<file path="config.mk">
export PLATFORM = sky130hd
export DESIGN_NAME = pwm_duty_capture_flat
export DESIGN_NICKNAME = d
export VERILOG_FILES = /design/src/rtl/pwm_pkg.sv /design/src/rtl/pwm_duty_capture_if.sv /design/src/rtl/pwm_in_sync.sv /design/src/rtl/pwm_duty_capture.sv /design/src/flat_wrapper.sv
export SDC_FILE = /design/constraint.sdc
export NUM_CORES = 1
export LEC_CHECK = 0
export ABC_AREA = 1
export CAP_MARGIN = 40
export CORE_MARGIN = 1
export CORE_UTILIZATION = 50
export DETAILED_ROUTE_END_ITERATION = 10
export PLACE_DENSITY = 0.81
export SKIP_LAST_GASP = 1
export SYNTH_ARGS = -nofsm -noshare
export SYNTH_HDL_FRONTEND = slang
export SYNTH_HIERARCHICAL = 1
export SYNTH_SLANG_ARGS = --single-unit
</file>
<file path="constraint.sdc">
create_clock -name clk -period 1.9 [get_ports clk]
set_clock_uncertainty 0.1 [all_clocks]
set_input_delay 0.285 -clock clk [delete_from_list [all_inputs] [get_ports clk]]
set_output_delay 0.285 -clock clk [all_outputs]
set_load 0.02 [all_outputs]
</file>
<file path="src/rtl/pwm_pkg.sv">
// Shared types and defaults for the PWM capture block and its generator counterpart.
package pwm_pkg;

   typedef enum logic [1:0] {
      ST_IDLE,
      ST_HIGH,
      ST_LOW
   } state_e;

   localparam int unsigned CNT_W_DEF   = 9;
   localparam int unsigned TIMEOUT_DEF = 511;
   localparam int unsigned GEN_PERIOD  = 256;

endpackage

</file>
<file path="src/rtl/pwm_duty_capture_if.sv">
// PWM input and measurement results; master drives pwm_in, slave is the capture block.
interface pwm_duty_capture_if #(
   parameter int unsigned CNT_W = pwm_pkg::CNT_W_DEF
);
   logic             pwm_in;
   logic [CNT_W-1:0] duty_cnt;
   logic [CNT_W-1:0] period_cnt;
   logic             valid;
   logic             stuck_low;
   logic             stuck_high;

   modport master (
      output pwm_in,
      input  duty_cnt, period_cnt, valid, stuck_low, stuck_high
   );

   modport slave (
      input  pwm_in,
      output duty_cnt, period_cnt, valid, stuck_low, stuck_high
   );
endinterface

</file>
<file path="src/rtl/pwm_in_sync.sv">
// Multi-flop synchronizer for the asynchronous PWM input followed by a rise/fall detector.
module pwm_in_sync #(
   parameter int unsigned SYNC_STAGES = 2  // at least 2
) (
   input  logic clk,
   input  logic reset,
   input  logic pwm_i,
   output logic lvl_o,
   output logic rise_o,
   output logic fall_o
);
   logic [SYNC_STAGES-1:0] sync_q;
   logic                   prev_q;

   // NOTE: sequential state uses non-blocking assignments so every flop samples pre-edge values.
   always_ff @(posedge clk) begin
      if (reset) begin
         sync_q <= '0;
         prev_q <= 1'b0;
      end else begin
         sync_q <= {sync_q[SYNC_STAGES-2:0], pwm_i};
         prev_q <= sync_q[SYNC_STAGES-1];
      end
   end

   assign lvl_o  = sync_q[SYNC_STAGES-1];
   assign rise_o =  lvl_o & ~prev_q;
   assign fall_o = ~lvl_o &  prev_q;
endmodule

</file>
<file path="src/rtl/pwm_duty_capture.sv">
// Measures high time and period of each complete PWM cycle and flags stuck-low/high inputs.
module pwm_duty_capture
   import pwm_pkg::*;
#(
   parameter int unsigned CNT_W       = CNT_W_DEF,
   parameter int unsigned SYNC_STAGES = 2,
   parameter int unsigned TIMEOUT     = TIMEOUT_DEF
) (
   input  logic                clk,
   input  logic                reset,
   pwm_duty_capture_if.slave   bus
);
   localparam logic [CNT_W-1:0] CNT_MAX     = '1;
   localparam logic [CNT_W-1:0] CNT_ONE     = CNT_W'(1);
   localparam logic [CNT_W-1:0] TIMEOUT_C   = CNT_W'(TIMEOUT);
   localparam logic [CNT_W-1:0] TIMEOUT_PRE = CNT_W'(TIMEOUT - 1);

   logic lvl, rise, fall;

   pwm_in_sync #(.SYNC_STAGES(SYNC_STAGES)) u_sync (
      .clk    (clk),
      .reset  (reset),
      .pwm_i  (bus.pwm_in),
      .lvl_o  (lvl),
      .rise_o (rise),
      .fall_o (fall)
   );

   state_e           state_q, state_d;
   logic [CNT_W-1:0] hi_q, hi_d;
   logic [CNT_W-1:0] lo_q, lo_d;
   logic [CNT_W-1:0] idle_q, idle_d;
   logic [CNT_W-1:0] duty_q, duty_d;
   logic [CNT_W-1:0] period_q, period_d;
   logic             valid_q, valid_d;
   logic             stuck_low_q, stuck_low_d;
   logic             stuck_high_q, stuck_high_d;

   logic             any_edge;
   logic             timeout_hit;
   logic [CNT_W:0]   sum_w;

   assign any_edge    = rise | fall;
   // The flags fire on the single cycle where idle_cnt steps onto TIMEOUT.
   assign timeout_hit = ~any_edge & (idle_q == TIMEOUT_PRE);
   assign sum_w       = {1'b0, hi_q} + {1'b0, lo_q};

   // NOTE: every combinational output gets a default first, so no path can infer a latch.
   always_comb begin
      state_d      = state_q;
      hi_d         = hi_q;
      lo_d         = lo_q;
      idle_d       = idle_q;
      duty_d       = duty_q;
      period_d     = period_q;
      valid_d      = 1'b0;
      stuck_low_d  = stuck_low_q;
      stuck_high_d = stuck_high_q;

      if (any_edge) begin
         idle_d       = '0;
         stuck_low_d  = 1'b0;
         stuck_high_d = 1'b0;
      end else if (idle_q != TIMEOUT_C) begin
         idle_d = idle_q + CNT_ONE;
      end

      unique case (state_q)
         ST_IDLE: begin
            if (rise) begin
               state_d = ST_HIGH;
               hi_d    = CNT_ONE;
            end
         end
         ST_HIGH: begin
            if (fall) begin
               state_d = ST_LOW;
               lo_d    = CNT_ONE;
            end else if (hi_q != CNT_MAX) begin
               hi_d = hi_q + CNT_ONE;
            end
         end
         ST_LOW: begin
            if (rise) begin
               duty_d   = hi_q;
               period_d = sum_w[CNT_W] ? CNT_MAX : sum_w[CNT_W-1:0];
               valid_d  = 1'b1;
               hi_d     = CNT_ONE;
               state_d  = ST_HIGH;
            end else if (lo_q != CNT_MAX) begin
               lo_d = lo_q + CNT_ONE;
            end
         end
         default: state_d = ST_IDLE;
      endcase

      if (timeout_hit) begin
         state_d      = ST_IDLE;
         stuck_low_d  = ~lvl;
         stuck_high_d =  lvl;
      end
   end

   always_ff @(posedge clk) begin
      if (reset) begin
         state_q      <= ST_IDLE;
         hi_q         <= '0;
         lo_q         <= '0;
         idle_q       <= '0;
         duty_q       <= '0;
         period_q     <= '0;
         valid_q      <= 1'b0;
         stuck_low_q  <= 1'b0;
         stuck_high_q <= 1'b0;
      end else begin
         state_q      <= state_d;
         hi_q         <= hi_d;
         lo_q         <= lo_d;
         idle_q       <= idle_d;
         duty_q       <= duty_d;
         period_q     <= period_d;
         valid_q      <= valid_d;
         stuck_low_q  <= stuck_low_d;
         stuck_high_q <= stuck_high_d;
      end
   end

   assign bus.duty_cnt   = duty_q;
   assign bus.period_cnt = period_q;
   assign bus.valid      = valid_q;
   assign bus.stuck_low  = stuck_low_q;
   assign bus.stuck_high = stuck_high_q;
endmodule
</file>
<file path="src/flat_wrapper.sv">
// flat-port wrapper written by rule: the top's interface ports become plain ports
module pwm_duty_capture_flat import pwm_pkg::*;
#(
   parameter int unsigned CNT_W       = CNT_W_DEF,
   parameter int unsigned SYNC_STAGES = 2,
   parameter int unsigned TIMEOUT     = TIMEOUT_DEF
)
  (clk, reset, bus_pwm_in, bus_duty_cnt, bus_period_cnt, bus_valid, bus_stuck_low, bus_stuck_high);
  pwm_duty_capture_if #(.CNT_W(CNT_W)) bus_i ();
  input  logic clk;
  input  logic reset;
  input wire logic [$bits(bus_i.pwm_in)-1:0] bus_pwm_in;
  output wire logic [$bits(bus_i.duty_cnt)-1:0] bus_duty_cnt;
  output wire logic [$bits(bus_i.period_cnt)-1:0] bus_period_cnt;
  output wire logic [$bits(bus_i.valid)-1:0] bus_valid;
  output wire logic [$bits(bus_i.stuck_low)-1:0] bus_stuck_low;
  output wire logic [$bits(bus_i.stuck_high)-1:0] bus_stuck_high;
  assign bus_i.pwm_in = bus_pwm_in;
  assign bus_duty_cnt = bus_i.duty_cnt;
  assign bus_period_cnt = bus_i.period_cnt;
  assign bus_valid = bus_i.valid;
  assign bus_stuck_low = bus_i.stuck_low;
  assign bus_stuck_high = bus_i.stuck_high;
  pwm_duty_capture #(.CNT_W(CNT_W), .SYNC_STAGES(SYNC_STAGES), .TIMEOUT(TIMEOUT)) u_core (.clk(clk), .reset(reset), .bus(bus_i));
endmodule
</file>
==> summary.txt, run 1 <==
Route
  – Detail Route Antenna Nets: 0
  – Total Wirelength: 6.53 mm
  – Avg Vias per Cell: 5.14
  – Routed wire per std cell: 12.4 um
  – Via count: 2698
  – Drt first pass iters: 5
  – DR DRC count: 0
  – Initial DRC count: 161

Finish
  – Nets@finish: 472
  – Diode count: 0
  – Finished Layout Cells: 525
  – P&R area growth vs syn: 25.2%
  – Layout cell share with drive strength beyond 1: 18.3%
  – Fillers: 469
  – Fin util: 64.7%

Yosys
  – Most common cell in the synthesized netlist: nand2_1
  – Top cells by area, synth: dfxtp_1 37%, nand2_1 12%, inv_1 7.8%
  – Post-synthesis sequential area ratio: 37.3%
  – EDFF count, synth: 0
  – Mapped Nets: 427
  – Synth warn: 6
  – Syn Std Cell Area: 2850 um^2
  – Synth Instances: 407
  – Commonest cells in the netlist: 89 x nand2_1, 59 x inv_1, 53 x dfxtp_1
  – Distinct cells, synth: 32
  – Synth Flop Type: dfxtp_1
  – Post-synth ARST share: 0%
  – Leading area contributor after synthesis: dfxtp_1
  – Average cell area after synthesis: 6.99 um^2
  – Yosys top cell area share: a little under two fifths
  – Synthesis-stage register bit count: 53

Setup path
  – Worst Path Arrival: 1.97 ns
  – R2R Path Start: u_core/hi_q[5]$_SDFFE_PP0P_
  – CP Data Required Time: 2.01 ns
  – Setup crit end kind: flop
  – Reg2reg path depth: 13
  – Max FO, Critical Path: 6
  – Worst Setup SP: u_core/hi_q[5]$_SDFFE_PP0P_
  – Startpoint Class: flop
  – WS Path Type: flop to flop

Global route
  – Total gr overflow: 0
  – GRT Total Usage: between 20% and 30%
  – Initial antenna violation count: 0
  – Largest net degree at the start of global routing: 26
  – Vias in the first global route: 2355
  – First-pass GRT wire length: 10.2 mm

Timing
  – Endpoints failing hold: 0
  – Slew headroom: 71.9%
  – Achievable frequency: 536 MHz
  – Final setup fails: 0
  – RSZ-0062 raised after global routing: yes
  – Tightest Pin Transition: 0.418 ns
  – Final WS setup: 0.0347 ns
  – Hold_ws: 0.315 ns
  – Tcrit/Tclk final: 98.2%
  – Tmin final: 1.87 ns
  – Slew Viols, Final: 0

Floorplan
  – Die Wd: 77.4 um
  – Core Region: between 5000 and 6000 um^2
  – Die footprint: 6000 um^2
  – Initial Util: between 50 and 60%
  – Row count: 27
  – Die Ht: 77.4 um
  – Io pins: 24

Placed design
  – GP Congestion: approximately 0.94
  – Placed cell count: 513
  – Post-DP HPWL: approximately 4.6 mm
  – Place WS: -0.0922 ns
  – Number of port buffers: 23

Clock tree
  – CTS max path bufs: 2
  – Worst-path clk slew: 0.09 ns
  – Clock sink count: 53
  – H-tree level count: 2
  – Root Driver: clkbuf_8
  – CTS tree: yes
  – Clock Latency Late Sink: 0.30 ns
  – TritonCTS Buffers: 5
  – Cts hold-fix bufs: 0

Run
  – Max_cap viols: 0

Power
  – P_leak: 1.56 nW
  – Worst IR drop on VDD: 430 uV
  – Total chip power: 2.05 mW
  – Pwr dens: slightly below 600 nW/um^2

Min path
  – Hold Path Stages: 2
  – Hold/Removal Path Class: flop to flop
  – Hold path startpoint: u_core/u_sync/sync_q[0]$_SDFF_PP0_

Run status
  – Status: finished clean
==> worst max-delay path: stages, from the launching register on <==
cell,delay [ns]
dfxtp_1,0.43
inv_1,0.15
nor3_4,0.22
nand2_1,0.09
nor2_1,0.11
ha_2,0.18
nand2_2,0.06
nand2_4,0.08
buf_12,0.11
nor2_4,0.04
nand2_2,0.06
nand2_1,0.05
nand2_1,0.05
nor2_1,0.03
==> flip-flops by register name, indices dropped and copies added (netlist names) <==
signal	cells
u_core/bus.duty_cnt	9
u_core/bus.period_cnt	9
u_core/hi_q	9
u_core/idle_q	9
u_core/lo_q	9
u_core/state_q	2
u_core/u_sync/sync_q	2
u_core/bus.stuck_high	1
u_core/bus.stuck_low	1
u_core/bus.valid	1
u_core/u_sync/prev_q	1
==> per-stage QoR <==
step                      TNS (ns)  cell area (um^2)
after floorplan                  0              2850
after global placement           0              3260
after detailed placement    -0.300              3260
after CTS                        0              3390
after global routing        -0.953              3560
final                            0              3560
==> worst paths after layout <==
check	to	slack, ns
max reg2reg	u_core/hi_q[5]$_SDFFE_PP0P_	0.03
max	u_core/hi_q[5]$_SDFFE_PP0P_	0.03
min	u_core/u_sync/sync_q[1]$_SDFF_PP0_	0.31
min reg2reg	u_core/u_sync/sync_q[1]$_SDFF_PP0_	0.31
==> placed cells by master (no fill, tap or decap), drive strengths merged, types with 8 or more instances in the layout <==
cell type | Yosys | final
a21oi | 32 | 32
o21ai | 30 | 30
nor3 | 9 | 9
nand4 | 8 | 8
nor2 | 52 | 52
clkdlybuf4s50 | 0 | 23
nand2 | 99 | 99
ha | 16 | 16
inv | 64 | 64
buf | 3 | 20
nand3 | 20 | 20
dfxtp | 53 | 53
==> final cells by class <==
class                      count  area, um^2  share of cell area [%]
inverter                      65         245                    6.88
clock buffer                   7        86.3                    2.42
tap                           72        90.1                    2.53
clock inverter                 1        30.0                   0.843
timing repair buffer          43         393                    11.0
multi-input combinational    284        1630                    45.8
sequential                    53        1080                    30.5
==> kinds of logic after synthesis <==
kind of cell             Yosys count  synth area share, %
XOR/XNOR                           6                 1.85
adder cells (fa/ha/maj)           17                 7.74
flip-flops                        53                 37.3
AND/OR/NAND/NOR                  192                 30.5
AO/OA/AOI/OAI                     69                 13.2
buffers and inverters             70                 9.41
==> report_power, final <==
part           total (mW)  switching, mW  leakage [nW]  internal [mW]
combinational       0.142         0.0867          1.07         0.0553
clock               0.777          0.347        0.0585          0.429
sequential           1.13         0.0129         0.434           1.12
==> layer usage <==
metal / wire length (um) / GRT usage [%] / vias up
met5: 0 / 0 / -
met4: 136 / 7.55 / 0
met3: 275 / 3.53 / 12
met2: 3260 / 38.1 / 66
met1: 2860 / 25.8 / 1230
li1: - / - / 1390
==> repair_timing <==
action / 4_1_cts / 5_1_grt
endpoints found under the setup margin: 9 / 24
gates resized for setup: 5 / 40
cloned: 0 / 0
pin swaps: 0 / 14
endpoints found under the hold margin: 0 / 0
setup buffers: 0 / 4
(Power assumes the default switching activity.)
==> run 2, diff against run 1 <==
--- a/config.mk
+++ b/config.mk
@@ -8,9 +8,9 @@
 export ABC_AREA = 1
 export CAP_MARGIN = 40
 export CORE_MARGIN = 1
-export CORE_UTILIZATION = 50
+export CORE_UTILIZATION = 52
 export DETAILED_ROUTE_END_ITERATION = 10
-export PLACE_DENSITY = 0.81
+export PLACE_DENSITY = 0.84
 export SKIP_LAST_GASP = 1
 export SYNTH_ARGS = -nofsm -noshare
 export SYNTH_HDL_FRONTEND = slang
==> summary.txt, run 2 (synthesized netlist as in run 1, its figures left out) <==
Clock tree
  – Clock sink count: 53
  – Root Driver: clkbuf_8
  – CTS max path bufs: 2
  – Clock Latency Late Sink: 0.31 ns
  – Worst-path clk slew: around 0.1 ns
  – TritonCTS Buffers: 5
  – H-tree level count: 2
  – CTS tree: yes

Floorplan
  – Io pins: 24
  – Die Wd: about 76 um
  – Die Ht: around 76 um
  – Initial Util: 55.0%
  – Row count: 26
  – Core Region: 5170 um^2
  – Die footprint: slightly below 6000 um^2

Finish
  – Layout cell share with drive strength beyond 1: 20.0%
  – Diode count: 0
  – P&R area growth vs syn: 26.6%
  – Register area: 1080 um^2
  – Leading cell type in the layout, fill and taps excluded: nand2_1
  – Fin util: 69.6%
  – Area of the multi-input gates: between 1500 and 2000 um^2
  – Fillers: 407
  – Nets@finish: 480
  – Most frequent cells in the layout: 83 x nand2_1, 58 x inv_1, 47 x nor2_1

Setup path
  – Startpoint Class: flop
  – Worst Path Arrival: 1.98 ns
  – Max FO, Critical Path: 5
  – Most Frequent Cell on Critical Path: nand2_1
  – Critical path's slowest cell: dfxtp_2
  – CP Cell Sequence: nand2_1 -> nor3_4 -> nand2_1 -> nor2_1 -> ha_2 -> nand2_2 -> nand2_4 -> buf_6 -> nor2_2 -> nand2_1 -> nand2_1 -> a21oi_1
  – CP Data Required Time: 2.05 ns
  – WS Path Type: flop to flop
  – Max stage delay on crit path: 0.41 ns
  – Setup crit end kind: flop

Global route
  – Met2 usage: 41.0%
  – Vias in the first global route: 2516
  – GRT met1 Usage: 27.4%
  – Met3 Resource Use GR: 4.43%
  – First-pass GRT wire length: 10.9 mm
  – Largest net degree at the start of global routing: 26
  – Initial antenna violation count: 0
  – GR peak layer: met2
  – Total gr overflow: 0
  – GRT Total Usage: 22.9%

Timing
  – Tmin final: 1.83 ns
  – Endpoints failing hold: 0
  – Slew headroom: 77.4%
  – Achievable frequency: 547 MHz
  – Tightest Pin Transition: 0.337 ns
  – Final setup fails: 0
  – Tcrit/Tclk final: about 96%
  – RSZ-0062 raised after global routing: yes
  – Slew Viols, Final: 0

Route
  – DR DRC count: 0
  – Routed wire per std cell: 12.6 um
  – Avg Vias per Cell: between 5 and 6
  – Total Wirelength: 6.71 mm
  – Initial DRC count: around 190
  – Drt first pass iters: 5
  – Via count: roughly 2800
  – Detail Route Antenna Nets: 0

Run
  – Max_cap viols: 0

Power
  – P_leak: about 1.6 nW
  – Total chip power: 1.93 mW
  – Worst IR drop on VDD: 321 uV
  – Pwr dens: 535 nW/um^2

Run status
  – Status: finished clean

Placed design
  – Post-DP HPWL: ~4.7 mm
  – Number of port buffers: 23
  – GP Congestion: ~0.93

Min path
  – Hold/Removal Path Class: flop to flop
[run 2: changes by cell type in the layout (fill, tap and decap cells not counted), sizes merged]
cell / change
buf: +8
clkbuf: -1
inv: +2
bufinv: -1
[run 2: repair_timing]
item	in CTS	in global routing
resized for setup	6	42
hold buffers	0	0
setup endpoints to repair	13	28
cloned	0	0
pin swaps	2	17
setup buffers	3	10
[run 2: routing by layer]
| metal | routed length, um | part of all wire [%] |
|---|---|---|
| met5 | 0 | 0 |
| met4 | 108 | 1.6 |
| met3 | 248 | 3.7 |
| met1 | 2910 | 43 |
| met2 | 3450 | 51 |
[run 2: critical path: cells and delay by family, from the launching register on]
kind                       cells  cell delay (ns)
and+or+nand+nor                9             0.85
buffers and inverters          1             0.11
DFF                            1             0.41
adders and majority gates      1             0.19
AOI/OAI and AO/OA              1             0.10
[run 2: worst paths after layout]
path	startpoint	endpoint	slack [ns]	depth (start not counted)
setup reg to reg	u_core/hi_q[3]$_SDFFE_PP0P_	u_core/hi_q[4]$_SDFFE_PP0P_	0.07	12
hold reg to reg	u_core/u_sync/sync_q[0]$_SDFF_PP0_	u_core/u_sync/sync_q[1]$_SDFF_PP0_	0.33	2
setup / recovery	u_core/hi_q[3]$_SDFFE_PP0P_	u_core/hi_q[4]$_SDFFE_PP0P_	0.07	12
hold / removal	u_core/u_sync/sync_q[0]$_SDFF_PP0_	u_core/u_sync/sync_q[1]$_SDFF_PP0_	0.33	2
[run 2: cell type report]
class	instances	share of cell area, %
inverters	65	6.84
repair buffers	51	12.7
multi-input cells	284	45.6
clock buffers	6	2.01
flip-flops and latches	53	30.1
well taps	70	2.43
clock inverters	2	0.382
[run 2: power breakdown]
part           leakage [nW]  total (mW)  switching (mW)  internal, mW
registers             0.434        1.13          0.0117          1.12
logic                  1.10       0.149          0.0907        0.0581
clock network        0.0456       0.647           0.384         0.264
total                  1.58        1.93           0.486          1.44
[run 2: through the flow]
stage	setup slack, ns	cell area, um^2	instances	setup TNS [ns]	hold slack [ns]
floorplan	0.0632	2850	407	0	0.256
global placement	0.0262	3270	510	0	0.289
detailed placement	-0.0879	3270	510	-0.399	0.315
CTS	0.00290	3390	521	0	0.329
global route	-0.0319	3600	531	-0.100	0.366
finish	0.0718	3600	531	0	0.331
==> variant 1: new RTL, settings of run 1 <==
`SYNC_STAGES` is set to 2 in 3 places; all go to 4.
--- a/src/rtl/pwm_in_sync.sv
+++ b/src/rtl/pwm_in_sync.sv
@@ -1,6 +1,6 @@
 // Multi-flop synchronizer for the asynchronous PWM input followed by a rise/fall detector.
 module pwm_in_sync #(
-   parameter int unsigned SYNC_STAGES = 2  // at least 2
+   parameter int unsigned SYNC_STAGES = 4  // at least 2
 ) (
    input  logic clk,
    input  logic reset,
--- a/src/rtl/pwm_duty_capture.sv
+++ b/src/rtl/pwm_duty_capture.sv
@@ -3,7 +3,7 @@
    import pwm_pkg::*;
 #(
    parameter int unsigned CNT_W       = CNT_W_DEF,
-   parameter int unsigned SYNC_STAGES = 2,
+   parameter int unsigned SYNC_STAGES = 4,
    parameter int unsigned TIMEOUT     = TIMEOUT_DEF
 ) (
    input  logic                clk,
--- a/src/flat_wrapper.sv
+++ b/src/flat_wrapper.sv
@@ -2,7 +2,7 @@
 module pwm_duty_capture_flat import pwm_pkg::*;
 #(
    parameter int unsigned CNT_W       = CNT_W_DEF,
-   parameter int unsigned SYNC_STAGES = 2,
+   parameter int unsigned SYNC_STAGES = 4,
    parameter int unsigned TIMEOUT     = TIMEOUT_DEF
 )
   (clk, reset, bus_pwm_in, bus_duty_cnt, bus_period_cnt, bus_valid, bus_stuck_low, bus_stuck_high);
Formal check against the unedited RTL: not equivalent (Yosys sat finds a counterexample within 10 cycles, from zero or initial values and one cycle with reset high).
==> variant 1 against run 1 <==
- first-iteration DRC count increased by 16%
- global-route usage shrank 0.37 points
- area after synthesis is 1.9% higher
- routed wire length fell by 6.8%
- sequential cell count up 2
- setup slack improved by 0.044 ns
- final area down 1.1%
- power shrank 7.3%
- combinational power decreased by 33%
- die area increased by 1.9%
- synthesized cell count increased by 1.5%
==> variant 1: results (changes against run 1) <==
[run_status]
status = complete, no violations  ; unchanged

[route]
vias = 2612  ; was 2698
drt-pass1-iter-count = 5  ; unchanged
wire_per_inst_um = 11.6  ; was 12.4 um
first_iter_violations = 186  ; was 161

[yosys]
synth_edf_count = 0  ; unchanged
synth_warnings = 6  ; unchanged
synth-compound-area-share_pct = 12.9  ; was 13.2%
synthArstFlopShare_pct = 0  ; unchanged
synth_fp_nets = 433  ; was 427
yosysUniqueCellTypes = 32  ; unchanged
synth-xor-area-share_pct = 1.81  ; was 1.85%
synthTopCellsByArea = dfxtp_1 38%, nand2_1 12%, inv_1 7.9%  ; was dfxtp_1 37%, nand2_1 12%, inv_1 7.8%
seq_area_frac_synth_pct = 38.0  ; was 37.3%
synthTopCellsByCount = 89 x nand2_1, 61 x inv_1, 55 x dfxtp_1  ; was 89 x nand2_1, 59 x inv_1, 53 x dfxtp_1
synth-adder-area-share_pct = 7.59  ; was 7.74%
synth_mux_area_share_pct = 0  ; unchanged

[global_routing]
grt_pass1_vias = 2335  ; was 2355
grt_pass1_wl_mm = 10.2  ; about the same
grtUsageMet2_pct = 36.3  ; was 38.1%
use_met1_pct = 25.6  ; was 25.8%
grt_max_degree = 26  ; unchanged
grtUsageMet3_pct = 4.42  ; was 3.53%
antenna_found_initial = 0  ; unchanged
globalRouteTotalUtil_pct = 21.0  ; was 21.4%

[layout]
fillerInstances = 491  ; was 469
num_antenna_cells = 0  ; unchanged
drive_above_1_share_pct = 16.3  ; was 18.3%
nNetsFinal = 473  ; was 472

[timing]
worst_slew_pin_slew_ns = 0.341  ; was 0.418 ns

[clock_tree]
cts-root-buf = clkbuf_8  ; unchanged
clk_latency_ns = 0.31
htree_levels = 2  ; unchanged
clkTransAtPathRegs_ns = 0.10
cts_max_path_buffers = 2  ; unchanged
numCtsBuffers = 5  ; unchanged

[min_path]
worstHoldStart = u_core/u_sync/sync_q[2]  ; was u_core/u_sync/sync_q[0]
worstHoldEndpoint = u_core/u_sync/sync_q[3]  ; was u_core/u_sync/sync_q[1]
hold_depth = 2  ; unchanged
hp-class = register to register  ; unchanged

[critical_path]
critPathMaxFanout = 7  ; was 6
r2r_cells = 11  ; was 13
critPathArrivalTime_ns = 1.93  ; was 1.97 ns
reg2reg_to = u_core/hi_q[0]  ; was u_core/hi_q[5]
reg2reg_slack_ns = 0.08  ; was 0.03 ns
worstReg2RegStart = u_core/hi_q[1]  ; was u_core/hi_q[5]

[power_and_ir_drop]
p_int_mw = 1.45  ; was 1.61 mW
vdd_ir_drop_max_mv = 0.442  ; was 0.430 mV
p_leak_nw = 1.51  ; was 1.56 nW

[place]
portBuffers = 23  ; unchanged
gp_congestion = 0.909  ; was 0.939
hpwlAfterDp_mm = 4.50  ; was 4.61 mm

variant 1: worst max-delay path, stage by stage (launching register included):
cell,delay (ns)
dfxtp_4,0.39
ha_4,0.15
nand2_4,0.06
nor3_4,0.17
nand2_1,0.07
nor2_1,0.11
ha_2,0.18
nand2_2,0.07
nand2_4,0.13
inv_6,0.06
o21ai_0,0.17
a21oi_1,0.05
variant 1: worst max-delay path by stage:
| stage | startpoint | slack, ns | to |
|---|---|---|---|
| global route | u_core/hi_q[1] | -0.05 | u_core/hi_q[1] |
| CTS | u_core/hi_q[0] | 0.01 | u_core/hi_q[1] |
| global placement | u_core/hi_q[0] | 0.01 | u_core/bus.period_cnt[8] |
| floorplan | u_core/hi_q[0] | 0.06 | u_core/hi_q[1] |
| detailed placement | u_core/hi_q[1] | -0.06 | u_core/hi_q[1] |
| finish | u_core/hi_q[1] | 0.08 | u_core/hi_q[0] |
variant 1: power by group through the flow:
stage | registers, mW | clock network, mW | logic, mW
finish | 1.17 | 0.638 | 0.0950
global route | 1.17 | 0.703 | 0.108
CTS | 1.17 | 0.660 | 0.0916
detailed placement | 1.20 | 0 | 0.0913
global placement | 1.20 | 0 | 0.0890
floorplan | 1.20 | 0 | 0.0544
variant 1: logic make-up after synthesis:
logic type	after synthesis
AND/OR/NAND/NOR	194
XOR/XNOR	6
buffers and inverters	72
adder cells (fa/ha/maj)	17
flip-flops	55
AO/OA/AOI/OAI	69
variant 1: metrics by stage:
stage	setup slack, ns	std cells	hold WS [ns]	instance area, um^2
6_report	0.0789	525	0.308	3520
5_1_grt	-0.0514	525	0.322	3520
4_1_cts	0.0113	524	0.312	3420
3_5_place_dp	-0.0611	517	0.298	3330
3_3_place_gp	0.0109	517	0.293	3330
2_1_floorplan	0.0632	413	0.256	2900
variant 1: per-layer routing:
layer	wire (um)	part of all wire (%)
met5	0	0
met4	153	2.5
met3	263	4.3
met2	2870	47
met1	2800	46
variant 1: final cells by class:
type	count	area (um^2)	share of cell area, %
clock buffer	5	68.8	1.95
inverter	67	256	7.28
sequential	55	1120	31.8
multi-input combinational	286	1610	45.6
tap	72	90.1	2.56
clock inverter	2	13.8	0.390
timing repair buffer	38	368	10.4
variant 1: repair_timing:
action                                  in CTS  in global routing
endpoints found under the setup margin       7                 28
resized for setup                            4                 33
pin swaps                                    0                  9
setup buffers                                0                  1
==> variant 2: new RTL, settings of run 1 <==
Without the edit above. The 3 states of `state_e` get a one-hot encoding in 3 bits.
--- a/src/rtl/pwm_pkg.sv
+++ b/src/rtl/pwm_pkg.sv
@@ -1,10 +1,10 @@
 // Shared types and defaults for the PWM capture block and its generator counterpart.
 package pwm_pkg;
 
-   typedef enum logic [1:0] {
-      ST_IDLE,
-      ST_HIGH,
-      ST_LOW
+   typedef enum logic [2:0] {
+      ST_IDLE = 3'b001,
+      ST_HIGH = 3'b010,
+      ST_LOW  = 3'b100
    } state_e;
 
    localparam int unsigned CNT_W_DEF   = 9;
Check against the original RTL: same outputs for any inputs over 10 cycles, from zero or initial values and one cycle with reset high; not proved beyond that.
==> variant 2 against run 1 <==
- routed wire length grew 9.1%
- sequential share of layout area shrank 0.78 points
- sequential cell count up 1
- setup slack better by 0.029 ns
- final area rose by 3.1%
- area after synthesis increased by 4.3%
- largest cell class unchanged
Power is not compared: it rests on default switching activity, and its combinational part moved more than twofold at a synthesized area within 25%.
==> variant 2: results (changes against run 1) <==
[run_status]
status = complete, no violations  ; unchanged

[clock_tree]
clkTransAtPathRegs_ns = 0.10
numCtsBuffers = 5  ; unchanged
clk_latency_ns = 0.31
cts_max_path_buffers = 2  ; unchanged
htree_levels = 2  ; unchanged
cts-root-buf = clkbuf_8  ; unchanged

[yosys]
synthTopCellsByCount = 97 x nand2_1, 62 x nor2_1, 54 x dfxtp_1  ; was 89 x nand2_1, 59 x inv_1, 53 x dfxtp_1
synth_ff_type = dfxtp_1  ; unchanged
synthArstFlopShare_pct = 0  ; unchanged
yosysUniqueCellTypes = 35  ; was 32
synth_fp_nets = 451  ; was 427
synthTopCellsByArea = dfxtp_1 36%, nand2_1 12%, nor2_1 7.8%  ; was dfxtp_1 37%, nand2_1 12%, inv_1 7.8%
seq_area_frac_synth_pct = 36.4  ; was 37.3%
synth_warnings = 6  ; unchanged

[critical_path]
reg2reg_to = u_core/bus.period_cnt[0]  ; was u_core/hi_q[5]
critPathMaxFanout = 7  ; was 6
r2r_cells = 9  ; was 13
reg2reg_slack_ns = 0.06  ; was 0.03 ns
critPathArrivalTime_ns = 1.94  ; was 1.97 ns
worstReg2RegStart = u_core/hi_q[6]  ; was u_core/hi_q[5]

[global_routing]
antenna_found_initial = 0  ; unchanged
grt_pass1_vias = 2735  ; was 2355
globalRouteTotalUtil_pct = 23.7  ; was 21.4%
grt_pass1_wl_mm = 11.8  ; was 10.2 mm
grt_max_degree = 26  ; unchanged

[place]
portBuffers = 23  ; unchanged
hpwlAfterDp_mm = 4.99  ; was 4.61 mm
place_area_um2 = 3440  ; was 3260 um^2
gp_congestion = 0.941  ; was 0.939

[route]
wire_per_inst_um = 12.9  ; was 12.4 um
first_iter_violations = 161  ; unchanged
drt-pass1-iter-count = 5  ; unchanged
drt-vias-per-instance = 5.24  ; was 5.14

[timing]
slew_headroom_pct = 80.2  ; was 71.9%
hold_slack_ns = 0.312  ; was 0.315 ns

[power_and_ir_drop]
vdd_ir_drop_max_mv = 0.403
p_leak_nw = 1.62

[min_path]
hold_depth = 2  ; unchanged
worstHoldStart = u_core/u_sync/sync_q[0]  ; unchanged
hp-class = register to register  ; unchanged
worstHoldEndpoint = u_core/u_sync/sync_q[1]  ; unchanged

[layout]
drive_above_1_share_pct = 16.2  ; was 18.3%
nNetsFinal = 500  ; was 472
fillerInstances = 493  ; was 469
num_antenna_cells = 0  ; unchanged

variant 2: cell count changes after synthesis, sizes merged, moves of 4 or more:
cell,change
xor2,+4
inv,-8
nand4,-4
nand3,+12
nor2,+13
nand2,+5
variant 2: kinds of logic (layout without fill, tap and decap cells):
logic type | Yosys count | in the layout | synth area share [%]
compound gates | 68 | 68 | 12.3
xor+xnor | 9 | 9 | 2.66
fa+ha+maj | 17 | 17 | 7.42
buf+inv | 64 | 114 | 8.48
flops | 54 | 54 | 36.4
simple gates | 219 | 219 | 32.7
variant 2: layout make-up:
type	instances	area, um^2	share of cell area, %
well taps	72	90.1	2.45
clock inverters	2	37.5	1.02
repair buffers	50	445	12.1
flip-flops and latches	54	1090	29.7
clock buffers	6	72.6	1.98
inverters	56	210	5.72
multi-input cells	313	1730	47.0
variant 2: how the worst max path moves through the flow:
stage	slack (ns)	to	cells past startpoint	from
6_report	0.06	u_core/bus.period_cnt[0]	9	u_core/hi_q[6]
5_1_grt	-0.02	u_core/lo_q[7]	11	u_core/lo_q[0]
4_1_cts	0.01	u_core/bus.period_cnt[6]	9	u_core/hi_q[0]
3_5_place_dp	-0.07	u_core/bus.period_cnt[8]	9	u_core/hi_q[0]
3_3_place_gp	-0.03	u_core/bus.period_cnt[8]	9	u_core/hi_q[0]
2_1_floorplan	0.03	u_core/idle_q[7]	10	u_core/idle_q[0]
variant 2: where the power goes:
part           switching [mW]  internal (mW)
clock network           0.387          0.394
logic                   0.385          0.256
registers              0.0630           1.20
variant 2: worst max-delay path, stage by stage (launching register included):
cell and delay, ns:
dfxtp_1 0.47, ha_1 0.33, nand2_1 0.08, nand2_1 0.09, nand2_1 0.07, nand2_1 0.06, a21oi_2 0.23, nand2_4 0.11
o21bai_1 0.14, inv_1 0.05
variant 2: routing by layer:
metal,GRT usage (%),vias up,wire (um)
met5,0,-,0
met4,8.36,0,76
met3,3.79,8,389
met2,39.6,64,3400
met1,30.7,1350,3260
li1,-,1477,-
variant 2: per-stage QoR:
| step | TNS, ns | setup WS [ns] | std cells |
|---|---|---|---|
| after global placement | -0.0316 | -0.0293 | 542 |
| after CTS | 0 | 0.0111 | 550 |
| after floorplan | 0 | 0.0324 | 431 |
| after global routing | -0.0340 | -0.0161 | 553 |
| after detailed placement | -0.172 | -0.0676 | 542 |
| final | 0 | 0.0641 | 553 |
variant 2: repair_timing:
action / CTS / global route
gates resized for setup: 2 / 27
endpoints found under the setup margin: 4 / 30
buffers inserted: 0 / 3
endpoints found under the hold margin: 0 / 0
pin swaps: 0 / 9
